**src/rtl/axil_pkg.sv**
```systemverilog
// Shared types for the AXI-Lite to native memory bus bridge:
// response codes, bridge FSM states and the read/write grant encoding.
package axil_pkg;

  localparam logic [1:0] AXIL_OKAY   = 2'b00;
  localparam logic [1:0] AXIL_SLVERR = 2'b10;

  typedef enum logic [2:0] {
    IDLE,
    MEM_WR,
    MEM_RD,
    B_RESP,
    R_RESP
  } bridge_state_t;

  typedef enum logic {
    GNT_RD,
    GNT_WR
  } grant_t;

endpackage

```
**src/rtl/axil_hold_reg.sv**
```systemverilog
// One-entry holding register for an AXI-Lite request channel.
// Captures on valid && ready; the full flag is dropped by i_clear.
module axil_hold_reg #(
  parameter int WIDTH = 32
) (
  input  logic             clk,
  input  logic             rst,
  input  logic             i_valid,
  output logic             o_ready,
  input  logic [WIDTH-1:0] i_data,
  input  logic             i_clear,
  output logic             o_full,
  output logic [WIDTH-1:0] o_data
);

  logic             r_full;
  logic             r_ready;
  logic [WIDTH-1:0] r_data;
  logic             w_capture;
  logic             w_full_next;

  // Clear only happens while full, so it never coincides with a capture.
  assign w_capture   = i_valid && r_ready;
  assign w_full_next = i_clear ? 1'b0 : (w_capture ? 1'b1 : r_full);

  // ready is registered as !full so it stays low during reset and rises
  // one edge after release; otherwise it tracks !full exactly.
  always_ff @(posedge clk or posedge rst) begin
    if (rst) begin
      r_full  <= 1'b0;
      r_ready <= 1'b0;
      r_data  <= '0;
    end else begin
      r_full  <= w_full_next;
      r_ready <= !w_full_next;
      if (w_capture) r_data <= i_data;
    end
  end

  assign o_ready = r_ready;
  assign o_full  = r_full;
  assign o_data  = r_data;

endmodule

```
**src/rtl/axil_native_bridge.sv**
```systemverilog
// AXI-Lite slave that turns each read or write into a single native
// valid/ready memory transaction, with round-robin arbitration and timeout.
module axil_native_bridge
  import axil_pkg::*;
#(
  parameter  int DATA_WIDTH     = 32,
  parameter  int ADDR_WIDTH     = 32,
  parameter  int TIMEOUT_CYCLES = 256,
  localparam int STRB_WIDTH     = DATA_WIDTH / 8
) (
  input  logic                  clk,
  input  logic                  rst,
  input  logic                  s_awvalid,
  output logic                  s_awready,
  input  logic [ADDR_WIDTH-1:0] s_awaddr,
  input  logic [2:0]            s_awprot,
  input  logic                  s_wvalid,
  output logic                  s_wready,
  input  logic [DATA_WIDTH-1:0] s_wdata,
  input  logic [STRB_WIDTH-1:0] s_wstrb,
  output logic                  s_bvalid,
  input  logic                  s_bready,
  output logic [1:0]            s_bresp,
  input  logic                  s_arvalid,
  output logic                  s_arready,
  input  logic [ADDR_WIDTH-1:0] s_araddr,
  input  logic [2:0]            s_arprot,
  output logic                  s_rvalid,
  input  logic                  s_rready,
  output logic [DATA_WIDTH-1:0] s_rdata,
  output logic [1:0]            s_rresp,
  output logic                  mem_valid,
  input  logic                  mem_ready,
  output logic [ADDR_WIDTH-1:0] mem_addr,
  output logic [DATA_WIDTH-1:0] mem_wdata,
  output logic [STRB_WIDTH-1:0] mem_wstrb,
  input  logic [DATA_WIDTH-1:0] mem_rdata,
  output bridge_state_t         o_dbg_state
);

  localparam int TMO_W = (TIMEOUT_CYCLES > 1) ? $clog2(TIMEOUT_CYCLES) : 1;
  localparam logic [TMO_W-1:0]      TMO_LAST = TMO_W'(TIMEOUT_CYCLES - 1);
  localparam logic [ADDR_WIDTH-1:0] LOW_MASK = ADDR_WIDTH'(STRB_WIDTH - 1);

  // Handshake rule on every channel: a beat transfers at a rising edge where
  // valid and ready are both high; valid never waits on ready.
  bridge_state_t                r_state;
  grant_t                       r_rr_last;
  logic                         r_mem_valid;
  logic [ADDR_WIDTH-1:0]        r_mem_addr;
  logic [DATA_WIDTH-1:0]        r_mem_wdata;
  logic [STRB_WIDTH-1:0]        r_mem_wstrb;
  logic                         r_bvalid;
  logic [1:0]                   r_bresp;
  logic                         r_rvalid;
  logic [1:0]                   r_rresp;
  logic [DATA_WIDTH-1:0]        r_rdata;
  logic [TMO_W-1:0]             r_tmo_cnt;

  logic                         w_aw_full, w_w_full, w_ar_full;
  logic [ADDR_WIDTH-1:0]        w_aw_addr, w_ar_addr;
  logic [DATA_WIDTH-1:0]        w_w_data;
  logic [STRB_WIDTH-1:0]        w_w_strb;
  logic                         w_wr_elig, w_rd_elig, w_grant_wr;
  logic                         w_tmo_hit, w_wr_done, w_rd_done;
  logic                         w_unused;

  assign w_unused = ^{s_awprot, s_arprot};

  axil_hold_reg #(.WIDTH(ADDR_WIDTH)) u_aw_hold (
    .clk(clk), .rst(rst), .i_valid(s_awvalid), .o_ready(s_awready),
    .i_data(s_awaddr), .i_clear(w_wr_done), .o_full(w_aw_full), .o_data(w_aw_addr)
  );

  axil_hold_reg #(.WIDTH(DATA_WIDTH + STRB_WIDTH)) u_w_hold (
    .clk(clk), .rst(rst), .i_valid(s_wvalid), .o_ready(s_wready),
    .i_data({s_wdata, s_wstrb}), .i_clear(w_wr_done), .o_full(w_w_full),
    .o_data({w_w_data, w_w_strb})
  );

  axil_hold_reg #(.WIDTH(ADDR_WIDTH)) u_ar_hold (
    .clk(clk), .rst(rst), .i_valid(s_arvalid), .o_ready(s_arready),
    .i_data(s_araddr), .i_clear(w_rd_done), .o_full(w_ar_full), .o_data(w_ar_addr)
  );

  assign w_wr_elig  = w_aw_full && w_w_full;
  assign w_rd_elig  = w_ar_full;
  assign w_grant_wr = w_wr_elig && (!w_rd_elig || (r_rr_last == GNT_RD));
  assign w_tmo_hit  = (TIMEOUT_CYCLES != 0) && (r_tmo_cnt == TMO_LAST);
  // mem_ready wins over a timeout landing in the same cycle.
  assign w_wr_done  = (r_state == MEM_WR) && (mem_ready || w_tmo_hit);
  assign w_rd_done  = (r_state == MEM_RD) && (mem_ready || w_tmo_hit);

  always_ff @(posedge clk or posedge rst) begin
    if (rst) begin
      r_state     <= IDLE;
      r_rr_last   <= GNT_RD;
      r_mem_valid <= 1'b0;
      r_mem_addr  <= '0;
      r_mem_wdata <= '0;
      r_mem_wstrb <= '0;
      r_bvalid    <= 1'b0;
      r_bresp     <= AXIL_OKAY;
      r_rvalid    <= 1'b0;
      r_rresp     <= AXIL_OKAY;
      r_rdata     <= '0;
      r_tmo_cnt   <= '0;
    end else begin
      case (r_state)
        IDLE: begin
          r_tmo_cnt <= '0;
          if (w_grant_wr) begin
            r_state     <= MEM_WR;
            r_rr_last   <= GNT_WR;
            r_mem_valid <= 1'b1;
            r_mem_addr  <= w_aw_addr & ~LOW_MASK;
            r_mem_wdata <= w_w_data;
            r_mem_wstrb <= w_w_strb;
          end else if (w_rd_elig) begin
            r_state     <= MEM_RD;
            r_rr_last   <= GNT_RD;
            r_mem_valid <= 1'b1;
            r_mem_addr  <= w_ar_addr & ~LOW_MASK;
            r_mem_wdata <= '0;
            r_mem_wstrb <= '0;
          end
        end
        MEM_WR: begin
          if (w_wr_done) begin
            r_state     <= B_RESP;
            r_mem_valid <= 1'b0;
            r_bvalid    <= 1'b1;
            r_bresp     <= mem_ready ? AXIL_OKAY : AXIL_SLVERR;
          end else begin
            r_tmo_cnt <= r_tmo_cnt + TMO_W'(1);
          end
        end
        MEM_RD: begin
          if (w_rd_done) begin
            r_state     <= R_RESP;
            r_mem_valid <= 1'b0;
            r_rvalid    <= 1'b1;
            r_rresp     <= mem_ready ? AXIL_OKAY : AXIL_SLVERR;
            r_rdata     <= mem_ready ? mem_rdata : '0;
          end else begin
            r_tmo_cnt <= r_tmo_cnt + TMO_W'(1);
          end
        end
        B_RESP: begin
          if (s_bready) begin
            r_state  <= IDLE;
            r_bvalid <= 1'b0;
          end
        end
        R_RESP: begin
          if (s_rready) begin
            r_state  <= IDLE;
            r_rvalid <= 1'b0;
          end
        end
        default: r_state <= IDLE;
      endcase
    end
  end

  assign s_bvalid    = r_bvalid;
  assign s_bresp     = r_bresp;
  assign s_rvalid    = r_rvalid;
  assign s_rresp     = r_rresp;
  assign s_rdata     = r_rdata;
  assign mem_valid   = r_mem_valid;
  assign mem_addr    = r_mem_addr;
  assign mem_wdata   = r_mem_wdata;
  assign mem_wstrb   = r_mem_wstrb;
  assign o_dbg_state = r_state;

endmodule

```
**config.mk**
```make
export PLATFORM = sky130hd
export DESIGN_NAME = axil_native_bridge
export DESIGN_NICKNAME = d
export VERILOG_FILES = /design/src/rtl/axil_pkg.sv /design/src/rtl/axil_hold_reg.sv /design/src/rtl/axil_native_bridge.sv
export SDC_FILE = /design/constraint.sdc
export NUM_CORES = 1
export LEC_CHECK = 0
export CORE_MARGIN = 5
export CORE_UTILIZATION = 40
export DETAILED_ROUTE_END_ITERATION = 10
export PLACE_DENSITY = 0.73
export SLEW_MARGIN = 20
export SYNTH_ARGS = -nofsm -noshare
export SYNTH_HDL_FRONTEND = slang
export SYNTH_SLANG_ARGS = --single-unit
```
**constraint.sdc**
```tcl
create_clock -name clk -period 11.3 [get_ports clk]
set_input_delay 1.695 -clock clk [delete_from_list [all_inputs] [get_ports clk]]
set_output_delay 1.695 -clock clk [all_outputs]
set_load 0.005 [all_outputs]
```
==> results.yml, run 1 <==
layout:
  area_growth_pct: 39.9
  nNetsFinal: 1008
  antenna_cells: 0
  fill_cells: 1732
  drive_gt1_share_pct: 17.0
  layout_common_cells: "clkdlybuf4s50_1, dfrtp_1, mux2_2"
  fin_util_pct: 57.1
  layout_commonest_cell: "clkdlybuf4s50_1"
timing:
  fin_worst_skew_ns: 0.0176
  worst_pin_slew_ns: 1.05
  slew_violations: 0
  fin_crit_sh_pct: 33.9
  setup_viol_count_final: 0
  finalSetupTns_ns: 0
  rsz0062_at_grt: "false"
  relSlewSlack_pct: 30.0
  final-hold-violation-count: 0
  timing.fmax_ghz: 0.261
  fin_ws_ns: 7.47
  fin_crit_ns: 3.83
floorplan:
  row_count: 53
  dieArea_um2: 24600
  initial_utilization_pct: 40.8
  die_width_um: 157
  pin_count: 259
  die_h_um: 157
  core_area_um2: 21200
worst_hold_path:
  hp-class: "flip-flop to flip-flop"
  holdPathStages: 2
  min_from: "mem_addr[4]"
  min_to: "mem_addr[4]"
clocking:
  cts.sinks: 217
  cts_max_level: 1
  root_buffer: "clkbuf_16"
  clk-insertion-delay-late_ns: 0.51
  hold_buffers: 0
  cts_buffer_depth: 3
  clk_pin_slew_ns: 0.06
  cts_setup_buffers: 0
  tritoncts: "done"
  cts.repair.resized: 0
  cts_made_buffers: 24
synth:
  synthCells: 628
  synth_top_area_share_pct: 62.8
  synth_edf_count: 0
  synth_area_leader_cell: "dfrtp_1"
  seq_area_frac_synth_pct: 62.8
  syn_area_um2: 8640
  yosys-top-cells-area: "dfrtp_1, mux2_2, a22o_1"
  syn_area_per_cell_um2: 13.8
  synth-seq-cells: 217
  ys_async_sr_fraction_pct: 100
  synth.distinct_cells: 48
  synth-main-ff-cell: "dfrtp_1"
  yosys_warnings: 0
detailed_routing:
  route.detailed.drc: 0
  viasPerCell: 5.18
  drt_wl_total_um: 22000
  drtAntennaViolNets: 0
  drt-initial-drc-count: 288
  routedWlPerCell_um: 19.1
  drt_pass1_iterations: 4
  route.vias.total: 5981
critical_path:
  crit_fanout: 88
  worstSetupPathType: "input pin to async pin"
  worstPathArrival_ns: 4.33
  r2r-end: "s_rdata[10]"
  startpoint_type: "input pin"
  r2r.worst_path.cells: 5
  cp-end-kind: "async pin"
  r2r-start: "r_tmo_cnt[0]"
  r2r_slack_ns: 8.93
  required_ns: 11.80
grt:
  gr-total-overflow: 0
  antenna_found_initial: 0
  grt_pass1_wl_um: 34500
  first_global_vias: 6184
  grtUsageTotal_pct: 17.4
  grt_max_degree: 98
place:
  hpwlAfterDp_um: 14600
  dp_slack_ns: 6.82
  port-buffer-count: 244
  gp_congestion: 0.802
outcome:
  status: "finished clean"
pwr:
  ir_drop_mv: 0.132
  leakagePower_nw: 5.29
  p_per_area_nw_per_um2: 277
job:
  maxCapViolations: 0
metal layers:
layer | vias to the layer above | wire length, um | part of all wire [%] | global-route usage, %
met1 | 2982 | 9120 | 41 | 22.7
met2 | 216 | 10100 | 46 | 27.9
met4 | 0 | 347 | 1.6 | 3.68
met5 | - | 0 | 0 | 0
li1 | 2752 | - | - | -
met3 | 31 | 2500 | 11 | 6.74
metrics by stage:
stage               hold slack [ns]  std cells  instance area [um^2]  power (mW)
floorplan                     0.457        631                  8650        2.02
global placement              0.463       1110                 11300        2.54
detailed placement            0.470       1110                 11300        2.58
CTS                           0.484       1154                 12100        3.40
global route                  0.504       1154                 12100        3.57
finish                        0.482       1154                 12100        3.34
synthesized netlist by cell type (2+ instances only):
cell,instances
buf_1,3
maj3_1,3
nand2_1,38
a22o_1,68
nand3_1,3
mux2_2,91
and2_1,3
clkbuf_1,12
inv_1,7
a31oi_1,7
and4_1,3
o21ai_0,38
buf_2,24
a21o_1,4
a211oi_1,3
buf_4,4
buf_6,3
mux2_1,5
nor3_1,2
mux2i_1,32
a41oi_1,2
nor2b_1,2
a311oi_1,3
a21oi_1,15
nor2_1,9
dfrtp_1,217
o21a_1,3
and3_1,4
flip-flops by register name, summed over array words and instances, names as in the netlist:
register / flops
mem_addr: 30
mem_valid: 1
mem_wdata: 32
mem_wstrb: 4
o_dbg_state: 3
r_rr_last: 1
r_tmo_cnt: 8
s_bresp: 1
s_bvalid: 1
s_rdata: 32
s_rresp: 1
s_rvalid: 1
u_ar_hold.o_data: 30
u_ar_hold.o_full: 1
u_ar_hold.o_ready: 1
u_aw_hold.o_data: 30
u_aw_hold.o_full: 1
u_aw_hold.o_ready: 1
u_w_hold.o_data: 36
u_w_hold.o_full: 1
u_w_hold.o_ready: 1
cell type report:
type | instances | area (um^2) | share of cell area (%)
tap | 275 | 344 | 2.85
multi-input combinational | 359 | 2960 | 24.5
clock buffer | 33 | 706 | 5.84
clock inverter | 11 | 114 | 0.942
inverter | 8 | 37.5 | 0.311
timing repair buffer | 251 | 2490 | 20.6
sequential | 217 | 5430 | 44.9
worst max path at each step:
stage / depth (start not counted) / slack [ns] / endpoint / start
after floorplan: 1 / 3.67 / mem_addr[10] / rst
after global placement: 4 / 6.84 / r_rr_last / rst
after detailed placement: 4 / 6.82 / mem_addr[2] / rst
after CTS: 4 / 7.36 / r_rr_last / rst
after global routing: 4 / 7.07 / u_w_hold.o_full / rst
final: 4 / 7.47 / r_rr_last / rst
power breakdown:
part	internal [mW]	switching [mW]	leakage, nW
Sequential	1.13	0.225	2.67
Combinational	0.700	0.491	2.21
Clock	0.483	0.313	0.409
critical path, cell delays in order:
cell and delay [ns]:
clkdlybuf4s50_1 0.49, inv_8 0.46, buf_4 0.76, buf_4 0.78
cells by family after synthesis:
group	after synthesis	synth area share (%)
DFF	217	62.8
AOI/OAI and AO/OA	151	12.7
muxes	128	16.2
and+or+nand+nor	71	4.40
buffers and inverters	55	3.19
adders and majority gates	4	0.492
other	1	0.0434
xor gates and xnor gates	1	0.101
Note: power is estimated with default switching activity, not from simulation.
==> run 2, diff against run 1 <==
Settings changed: PLACE_DENSITY 0.73 to 0.75.
Clock period 11.3 ns to 3.4 ns, I/O delays scaled along.
==> run 2 against run 1 <==
  * Total power grew to 3.3 times the previous value
  * Critical path depth shrank 3
  * Count of clock-buffer cells in the layout rose by 5
  * Critical endpoint is now o_dbg_state[0]
  * Die area did not move
  * Combinational power rose to 3.4 times the previous value
  * Clock skew fell by 0.0034 ns
  * Largest cell class unchanged
  * Worst hold slack got worse by 0.0099 ns
  * Largest power group unchanged
  * Sequential power rose to 3.3 times the previous value
==> results.yml, run 2 (same netlist as run 1, synthesis figures left out) <==
critical_path:
  crit_family: "flip-flops"
  crit_path_top_delay_cell: "dfrtp_1"
  cp-endpoint: "o_dbg_state[0]"
  worstPathArrival_ns: 1.88
  path_cells: "clkdlybuf4s50_1"
  crit_fanout: 17
  r2r_slack_ns: 1.09
  max_stage_delay_ns: 0.75
  worstSetupPathType: "flip-flop to output pin"
  startpoint_type: "flip-flop"
  worst-path-buf-inv: 1
  cp-end-kind: "output pin"
  r2r-start: "r_tmo_cnt[0]"
  r2r.worst_path.cells: 5
  r2r-end: "s_rdata[25]"
  path_depth: 1
  required_ns: 2.89
  crit_start: "o_dbg_state[0]"
worst_hold_path:
  hp-class: "flip-flop to flip-flop"
detailed_routing:
  route.vias.total: 6006
  routedWlPerCell_um: 19.0
  drt_wl_total_um: 22100
  drt_pass1_iterations: 5
  drtAntennaViolNets: 0
  drt-initial-drc-count: 309
  route.detailed.drc: 0
  viasPerCell: 5.16
grt:
  first_global_vias: 6318
  gr-total-overflow: 0
  grtUsageTotal_pct: 17.5
  grt_pass1_wl_um: 34800
  antenna_found_initial: 0
  grt_max_degree: 98
floorplan:
  die_width_um: 157
  pin_count: 259
  row_count: 53
  initial_utilization_pct: 40.8
  core_area_um2: 21200
  dieArea_um2: 24600
  die_h_um: 157
clocking:
  cts.sinks: 217
  cts_setup_buffers: 0
  clk-insertion-delay-late_ns: 0.52
  clk_pin_slew_ns: 0.06
  cts_buffer_depth: 3
  cts_made_buffers: 24
  tritoncts: "done"
  cts.repair.resized: 0
  cts_max_level: 1
  hold_buffers: 0
  root_buffer: "clkbuf_16"
layout:
  nNetsFinal: 1020
  layout_commonest_cell: "clkdlybuf4s50_1"
  drive_gt1_share_pct: 17.5
  layout_common_cells: "clkdlybuf4s50_1, dfrtp_1, mux2_2"
  largest_register_ffs: 36
  area_growth_pct: 40.8
  antenna_cells: 0
timing:
  worst_pin_slew_ns: 1.02
  timing.fmax_ghz: 0.418
  fin_crit_ns: 2.39
  fin_crit_sh_pct: 70.4
  fin_ws_ns: 1.01
  final-hold-violation-count: 0
  rsz0062_at_grt: "false"
  relSlewSlack_pct: 31.9
  finalSetupTns_ns: 0
  setup_viol_count_final: 0
  fin_worst_skew_ns: 0.0142
  holdWs_ns: 0.472
  slew_violations: 0
pwr:
  switching_power_mw: 3.42
  pwr-share-comb_pct: 36.7
  p_per_area_nw_per_um2: 904
  switching_share_pct: 31.1
  ir_drop_mv: 0.540
  pwr-share-seq_pct: 40.8
  power.share.clock_pct: 22.5
  leakagePower_nw: 5.32
  intPower_mw: 7.59
outcome:
  status: "finished clean"
place:
  port-buffer-count: 244
  gp_congestion: 0.773
  dp_slack_ns: 0.942
  hpwlAfterDp_um: 15100
job:
  maxCapViolations: 0
[run 2: final cells by class]
type	instances	area, um^2
Clock buffer	38	723
Clock inverter	5	38.8
Fill cell	1697	8990
Inverter	8	33.8
Multi-Input combinational cell	359	2960
Sequential cell	217	5430
Tap cell	275	344
Timing Repair Buffer	263	2640
[run 2: through the flow]
step / instances / total power, mW / util [%] / instance area, um^2
4_1_cts: 1165 / 11.2 / 57.5 / 12200
3_5_place_dp: 1122 / 8.62 / 53.9 / 11400
3_3_place_gp: 1122 / 8.46 / 53.9 / 11400
5_1_grt: 1165 / 11.7 / 57.5 / 12200
6_report: 1165 / 11.0 / 57.5 / 12200
2_1_floorplan: 631 / 6.73 / - / 8660
[run 2: power by group through the flow]
| stage | logic, mW | registers (mW) | clock network (mW) |
|---|---|---|---|
| after global placement | 3.99 | 4.48 | 0 |
| after global routing | 4.44 | 4.66 | 2.65 |
| after floorplan | 2.37 | 4.36 | 0 |
| after detailed placement | 4.10 | 4.52 | 0 |
| final | 4.04 | 4.49 | 2.47 |
| after CTS | 4.13 | 4.50 | 2.55 |
[run 2: worst min-delay path by stage]
stage / start / to / cells past startpoint
final: mem_addr[9] / mem_addr[9] / 2
after global routing: u_aw_hold.o_data[8] / u_aw_hold.o_data[8] / 1
after CTS: mem_addr[28] / mem_addr[28] / 2
after detailed placement: mem_addr[28] / mem_addr[28] / 2
after global placement: mem_addr[3] / mem_addr[3] / 2
after floorplan: u_aw_hold.o_data[7] / u_aw_hold.o_data[7] / 1
[run 2: tightest hold or removal path: cells and delay by family, from the launching register on]
kind | cells | cell delay, ns
AO/OA/AOI/OAI | 1 | 0.06
AND/OR/NAND/NOR | 1 | 0.04
flip-flops | 1 | 0.34
[run 2: metal layers]
metal	track usage, %	routed length [um]	up-vias
li1	-	-	2766
met1	22.9	9210	2969
met2	28.6	10100	233
met3	5.88	2280	38
met4	4.13	450	0
met5	0	0	-
==> run 3, diff against run 2 <==
Clock period 3.4 ns to 2.09 ns, I/O delays scaled along.
==> run 3 against run 2 <==
  * Die area did not move
  * Critical path depth rose by 1
  * First-iteration DRC count fell by 7.1%
  * Cell area rose by 2.0%
  * Worst hold slack got worse by 0.34 ns
  * Combinational power rose by 72%
  * Sequential power rose by 61%
  * Core utilization rose by 1.2 points
  * Critical path type unchanged
==> results.yml, run 3 (same netlist as run 1, synthesis figures left out) <==
timing:
  timing.fmax_ghz: 0.507
  slew_violations: 0
  fin_crit_ns: 1.97
  setup_viol_count_final: 0
  fin_worst_skew_ns: 0.0236
  finalSetupTns_ns: 0
  fin_ws_ns: 0.116
  rsz0062_at_grt: "false"
  final-hold-violation-count: 0
  fin_crit_sh_pct: 94.4
critical_path:
  cp-end-kind: "output pin"
  startpoint_type: "flip-flop"
  worstPathArrival_ns: 1.66
  worstSetupPathType: "flip-flop to output pin"
  required_ns: 1.78
  crit_fanout: 18
place:
  dp_slack_ns: 0.190
  port-buffer-count: 244
  hpwlAfterDp_um: 15700
  gp_congestion: 0.794
  place_inst: 1134
clocking:
  hold_buffers: 0
  cts_made_buffers: 24
  clk-insertion-delay-late_ns: 0.51
  cts.sinks: 217
  cts_buffer_depth: 3
  clk_pin_slew_ns: 0.06
  root_buffer: "clkbuf_16"
  tritoncts: "done"
  cts_max_level: 1
detailed_routing:
  route.detailed.drc: 0
  drt_pass1_iterations: 4
  viasPerCell: 5.15
  routedWlPerCell_um: 18.5
  route.vias.total: 6069
  drt-initial-drc-count: 287
  drtAntennaViolNets: 0
  drt_wl_total_um: 21800
layout:
  antenna_cells: 0
  instances_no_fill: 1178
  fin_util_pct: 58.7
  nNetsFinal: 1032
  drive_gt1_share_pct: 18.8
  area_growth_pct: 43.7
  layout.area.seq_um2: 5430
  largest_register_ffs: 36
  layout_commonest_cell: "clkdlybuf4s50_1"
  layout_common_cells: "clkdlybuf4s50_1, dfrtp_1, mux2_2"
  multi_input_area_um2: 2960
  fill_cells: 1711
outcome:
  status: "finished clean"
floorplan:
  core_area_um2: 21200
  pin_count: 259
  row_count: 53
  dieArea_um2: 24600
  die_h_um: 157
  initial_utilization_pct: 40.8
  die_width_um: 157
worst_hold_path:
  hp-class: "input pin to async pin"
grt:
  grt_max_degree: 63
  antenna_found_initial: 0
  gr-total-overflow: 0
  grtUsageTotal_pct: 17.4
  first_global_vias: 6291
  grt_pass1_wl_um: 34500
pwr:
  leakagePower_nw: 5.44
  p_per_area_nw_per_um2: 1480
  ir_drop_mv: 0.757
job:
  maxCapViolations: 0
## run 3: changes by cell type in the layout (fill, tap and decap cells not counted), sizes merged
cell	change
inv	+1
clkbuf	-2
clkinv	+1
bufinv	+2
buf	+12
clkinvlp	-1
## run 3: per-stage QoR
| step | hold slack (ns) | instance area, um^2 | power, mW |
|---|---|---|---|
| 6_report | 0.131 | 12400 | 18.4 |
| 5_1_grt | 0.136 | 12400 | 19.6 |
| 4_1_cts | 0.121 | 12400 | 18.7 |
| 3_5_place_dp | 0.469 | 11600 | 14.4 |
| 3_3_place_gp | 0.461 | 11600 | 14.1 |
| 2_1_floorplan | 0.446 | 8660 | 10.9 |
## run 3: final cells by class
cell class	count	share of cell area (%)
sequential	217	43.8
tap	275	2.77
timing repair buffer	275	22.9
multi-input combinational	359	23.8
inverter	8	0.272
clock buffer	36	5.60
clock inverter	8	0.867
## run 3: routing by layer
| metal | global-route usage [%] | vias up | wire, um |
|---|---|---|---|
| met2 | 28.2 | 231 | 10000 |
| li1 | - | 2803 | - |
| met5 | 0 | - | 0 |
| met1 | 22.2 | 3003 | 8850 |
| met4 | 3.84 | 0 | 448 |
| met3 | 6.90 | 32 | 2480 |
## run 3: what timing repair did
action	in CTS	in global routing
setup buffers	0	0
endpoints found under the setup margin	0	2
resized for setup	0	2
## run 3: worst max-delay path, stage by stage, from the launching register on
cell	delay [ns]
dfrtp_1	0.40
buf_6	0.21
clkdlybuf4s50_1	0.53
## run 3: final timing paths
path / startpoint / to / slack [ns] / cells past startpoint
max reg2reg: r_tmo_cnt[1] / s_rdata[17] / 0.19 / 6
min reg2reg: mem_addr[11] / mem_addr[11] / 0.47 / 2
max in group asynchronous: rst / u_w_hold.o_data[32] / 1.31 / 4
min in group clk: s_araddr[30] / u_ar_hold.o_data[30] / 0.40 / 2
max: o_dbg_state[1] / o_dbg_state[1] / 0.12 / 2
min: rst / mem_wdata[10] / 0.13 / 2
## run 3: power breakdown
group | internal [mW] | switching (mW) | leakage, nW
clock network | 2.56 | 1.63 | 0.397
logic | 4.11 | 2.85 | 2.38
registers | 6.13 | 1.10 | 2.67
